`src/rtl/sorted_insert_writer_pkg.sv`:
```
// Shared constants and state encoding for the 32x8 search memory: used by the
// insert writer, the search control and the top-level memory mux.
package sorted_insert_writer_pkg;

    localparam int unsigned DW    = 8;
    localparam int unsigned AW    = 5;
    localparam int unsigned DEPTH = 1 << AW;

    typedef enum logic [2:0] {
        StIdle,
        StRead,
        StCmp,
        StPlace,
        StDone
    } writer_state_e;

endpackage

```
`src/rtl/sorted_insert_writer.sv`:
```
// Insertion-sort writer: adds one byte per Start into the single-port memory,
// shifting larger entries up by one so words 0..Count-1 stay ascending.
module sorted_insert_writer
    import sorted_insert_writer_pkg::*;
(
    input  logic          Clock,
    input  logic          aReset,
    input  logic          Start,
    input  logic          Clear,
    input  logic [DW-1:0] Data,
    input  logic [DW-1:0] mem_out,
    output logic [AW-1:0] Address,
    output logic [DW-1:0] DataIn,
    output logic          Write,
    output logic [AW:0]   Count,
    output logic          Busy,
    output logic          Done,
    output logic          Full,
    output logic          Reject
);

    writer_state_e r_state, w_state_d;
    logic [DW-1:0] r_key, w_key_d;
    logic [AW:0]   r_idx, w_idx_d;
    logic [AW:0]   r_count, w_count_d;
    logic          r_reject, w_reject_d;
    logic [AW:0]   w_idx_m1;
    logic          w_full;

    assign w_idx_m1 = r_idx - (AW+1)'(1);
    assign w_full   = (r_count == (AW+1)'(DEPTH));

    always_ff @(posedge Clock or negedge aReset) begin
        if (!aReset) begin
            r_state  <= StIdle;
            r_key    <= '0;
            r_idx    <= '0;
            r_count  <= '0;
            r_reject <= 1'b0;
        end else begin
            r_state  <= w_state_d;
            r_key    <= w_key_d;
            r_idx    <= w_idx_d;
            r_count  <= w_count_d;
            r_reject <= w_reject_d;
        end
    end

    always_comb begin
        w_state_d  = r_state;
        w_key_d    = r_key;
        w_idx_d    = r_idx;
        w_count_d  = r_count;
        w_reject_d = 1'b0;
        Address    = '0;
        DataIn     = '0;
        Write      = 1'b0;
        Done       = 1'b0;

        unique case (r_state)
            StIdle: begin
                if (Clear) begin
                    w_count_d = '0;
                end else if (Start) begin
                    if (w_full) begin
                        w_reject_d = 1'b1;
                    end else begin
                        w_key_d   = Data;
                        w_idx_d   = r_count;
                        w_state_d = (r_count != '0) ? StRead : StPlace;
                    end
                end
            end
            StRead: begin
                Address   = w_idx_m1[AW-1:0];
                w_state_d = StCmp;
            end
            StCmp: begin
                // Strict compare keeps duplicates stable: a new equal lands after old ones.
                if (mem_out > r_key) begin
                    Address   = r_idx[AW-1:0];
                    DataIn    = mem_out;
                    Write     = 1'b1;
                    w_idx_d   = w_idx_m1;
                    w_state_d = (w_idx_m1 == '0) ? StPlace : StRead;
                end else begin
                    w_state_d = StPlace;
                end
            end
            StPlace: begin
                Address   = r_idx[AW-1:0];
                DataIn    = r_key;
                Write     = 1'b1;
                w_state_d = StDone;
            end
            StDone: begin
                Done      = 1'b1;
                w_count_d = r_count + (AW+1)'(1);
                w_state_d = StIdle;
            end
            default: w_state_d = StIdle;
        endcase
    end

    assign Count  = r_count;
    assign Busy   = (r_state != StIdle);
    assign Full   = w_full;
    assign Reject = r_reject;

endmodule

```
`config.mk`:
```
export PLATFORM = sky130hd
export DESIGN_NAME = sorted_insert_writer
export DESIGN_NICKNAME = d
export VERILOG_FILES = /design/src/rtl/sorted_insert_writer_pkg.sv /design/src/rtl/sorted_insert_writer.sv
export SDC_FILE = /design/constraint.sdc
export NUM_CORES = 1
export LEC_CHECK = 0
export BUFFER_PORTS_ARGS = -buffer_cell sky130_fd_sc_hd__buf_2
export CORE_AREA = 8 8 60 72
export CTS_CLUSTER_DIAMETER = 150
export DETAILED_ROUTE_END_ITERATION = 16
export DIE_AREA = 0 0 68 80
export PLACE_DENSITY = 0.79
export SLEW_MARGIN = 20
export SYNTH_ARGS = -nofsm -noshare
export SYNTH_HDL_FRONTEND = slang
export SYNTH_SLANG_ARGS = --single-unit
```
`constraint.sdc`:
```
create_clock -name Clock -period 6.9 [get_ports Clock]
set_clock_uncertainty 0.2 [all_clocks]
set_input_delay 1.725 -clock Clock [delete_from_list [all_inputs] [get_ports Clock]]
set_output_delay 1.725 -clock Clock [all_outputs]
set_load 0.005 [all_outputs]
```
==> run metrics <==
total power per unit cell area=414.2 nW/um^2; number of hold-repair buffers added at the cts stage=0; status=finished, final reports clean; largest vdd supply drop=270.2 uV; biggest cell delay along the critical path=0.60 ns; core area=3223 sq um; total negative setup slack=0 ns; count of pins on the block boundary=44; floorplan die area=5440 sq um; area share of xor/xnor cells in the synthesized design=0.01019; launch instance of the worst min-delay path=r_idx[5]; ys async rst share=1.000; netlist area before placement=1719 sq um; vias after detailed routing=1696; hold crit path type=reg -> reg; Num CTS Buffers=3; placed cell area=1921 sq um; reg-to-reg endpoint=r_key[1]; maximum clock path buffer count=2; final slew viol count=0; mux share of post-synthesis cell area=0.005822; max capacitance violation total=0; violation count after the first detailed-routing iteration=71; wire per inst=15.19 um; combined global-route utilization of all metal layers=0.1670; net count of the mapped netlist=250; library cell contributing the largest single delay on the critical path=sky130_fd_sc_hd__o22a_1; commonest non-fill, non-tap cells in the layout=sky130_fd_sc_hd__buf_2, sky130_fd_sc_hd__nand2_1, sky130_fd_sc_hd__dfrtp_1; clock insertion delay at the later pin of the skew report=0.27 ns; ratio of cells with drive above 1 in the final layout=0.2112; reg-to-reg startpoint=r_state[0]; total power=0.8251 mW; count of distinct cell types in the synthesized netlist=42; routability congestion estimate from global placement=0.9103; synthesized-area fraction occupied by ao, oa, aoi and oai cells=0.2263; area grow syn2layout=15.87%; synthesized-area fraction occupied by and/or/nand/nor cells=0.2511; Synth warnings=0; clock period minus worst slack=5.549 ns; data arrival at the endpoint of the critical path=3.62 ns; setup bufs post-CTS=0; GRT Residual Overflow=0; Post-Synth Adder-Cell Area=0.08734; Post-CTS Resized=0; number of placement rows=23; half-perimeter wire length after detailed placement=3220 um; leakage dissipation=0.9789 nW; antenna violations before repair=0; maximum number of pins on one net before global-route repair=25; Die Height=80 um; critical path class=in -> out; most common cell after layout, fill and taps aside=sky130_fd_sc_hd__buf_2; nature of the critical path endpoint=output pin; r2r worst-path depth=3; horizontal die dimension=68 um; wire length of the first global-routing pass=7396 um; cells traversed along the worst timing path=buf_2 > ha_1 > nor2b_1 > o211ai_1 > a21oi_1 > o22a_1 > nor2_1 > o32ai_1 > buf_2; clock net sink count=24; kind of start point of the critical path=input pin; starting utilization of the core area=0.5334; Setup-failing EPs final=0; Hold Violations, Final=0; Mapped Cells=218; fraction of the cycle the final worst path needs=0.8043; cell at the root of the clock tree=sky130_fd_sc_hd__clkbuf_8; FF+latch count, synth=24; average footprint of a synthesized cell=7.886 sq um; Final Cell Area=1992 sq um; R2R setup slack=4.42 ns; main combinational cell family by area after synthesis=simple AND/OR/NAND/NOR gates; Worst slew margin=0.3850; Worst Tran Pin Value=0.9175 ns; total wire length after detailed routing=4376 um; required arrival time at the worst endpoint=4.97 ns; level count of the clock H-tree=1; f_max=0.1802 GHz; hold worst-path end=r_idx[5]; remaining antenna violation count=0; IO buf count=43; hold path depth=1; top flip-flop cell by instance count after synthesis=sky130_fd_sc_hd__dfrtp_1; RSZ-0062 raised after global routing=false; clock transition at the registers of the reported paths=0.08 ns; cell type with the highest occurrence count on the critical path=sky130_fd_sc_hd__buf_2; ANT cells=0; Critical Path Fanout Max=21; CTS tree=done; # nets final=284; sequential-to-total area share from yosys stat=0.3493; detailed-route DRC error count=0; number of enable-type register cells in the synthesized netlist=0; 1st-pass router iterations=5; vias in the first global route=1706; detail-routed via count per cell=5.889
[kinds of logic after synthesis]
logic type	count (synthesis)
AND/OR/NAND/NOR	90
flip-flops	24
multiplexers	1
AO/OA/AOI/OAI	59
buffers and inverters	30
XOR/XNOR	2
adder cells (fa/ha/maj)	12
[registers in the layout, indices dropped and copies added (netlist names)]
name	cells
Count	6
r_idx	6
Reject	1
r_state	3
r_key	8
[layout make-up]
cell class              instances  area (sq um)
flip-flops and latches         24         600.6
repair buffers                 43         215.2
clock buffers                   3         41.29
clock inverters                 1         30.03
well taps                      37         46.29
inverters                      16         60.06
multi-input cells             164         998.5
fillers                       314          1231
[power by group]
group	switching, mW	internal (mW)
logic	0.261	0.177
clock network	0.0467	0.0776
registers	0.0737	0.189
[synthesized netlist by cell type, drive strengths merged, types with 4 or more instances]
| cell | count | area share |
|---|---|---|
| dfrtp | 24 | 0.35 |
| clkbuf | 7 | 0.015 |
| ha | 12 | 0.087 |
| or3 | 4 | 0.015 |
| nor3 | 7 | 0.023 |
| o21ai | 17 | 0.049 |
| buf | 7 | 0.020 |
| nand2 | 34 | 0.074 |
| inv | 16 | 0.035 |
| a21oi | 17 | 0.049 |
| o211ai | 4 | 0.017 |
| nor2 | 14 | 0.031 |
| nand3 | 17 | 0.049 |
[stage by stage]
step                        util  setup WS [ns]  hold slack (ns)  cells
final                     0.6180          1.351           0.3196    288
after global routing      0.6180          1.150           0.3409    288
after CTS                 0.6180          1.385           0.3159    288
after detailed placement  0.5959          1.401           0.2918    284
after global placement    0.5959          1.491           0.2919    284
after floorplan                -          1.950           0.2702    218
[worst max path at each step]
stage	from	endpoint	cells after the start
3_5_place_dp	mem_out[1]	Address[0]	9
5_1_grt	mem_out[1]	Address[0]	9
2_1_floorplan	mem_out[1]	Address[4]	8
4_1_cts	mem_out[1]	Address[0]	9
3_3_place_gp	mem_out[1]	Address[4]	9
6_report	mem_out[1]	Address[0]	9
[critical path: cells and delay by family]
family | cells | cell delay, ns
AO/OA/AOI/OAI | 4 | 1.03
AND/OR/NAND/NOR | 2 | 0.30
buffers and inverters | 2 | 0.28
adder cells (fa/ha/maj) | 1 | 0.28
[metal layers]
| layer | track usage | wire length, um | share of wire | vias to the layer above |
|---|---|---|---|---|
| li1 | - | - | - | 840 |
| met1 | 0.2018 | 1841 | 0.42 | 780 |
| met2 | 0.2794 | 2105 | 0.48 | 69 |
| met3 | 0.02528 | 367 | 0.084 | 7 |
| met4 | 0.07598 | 61 | 0.014 | 0 |
| met5 | 0 | 0 | 0 | - |
No activity file was read; power rests on OpenSTA's default activity.
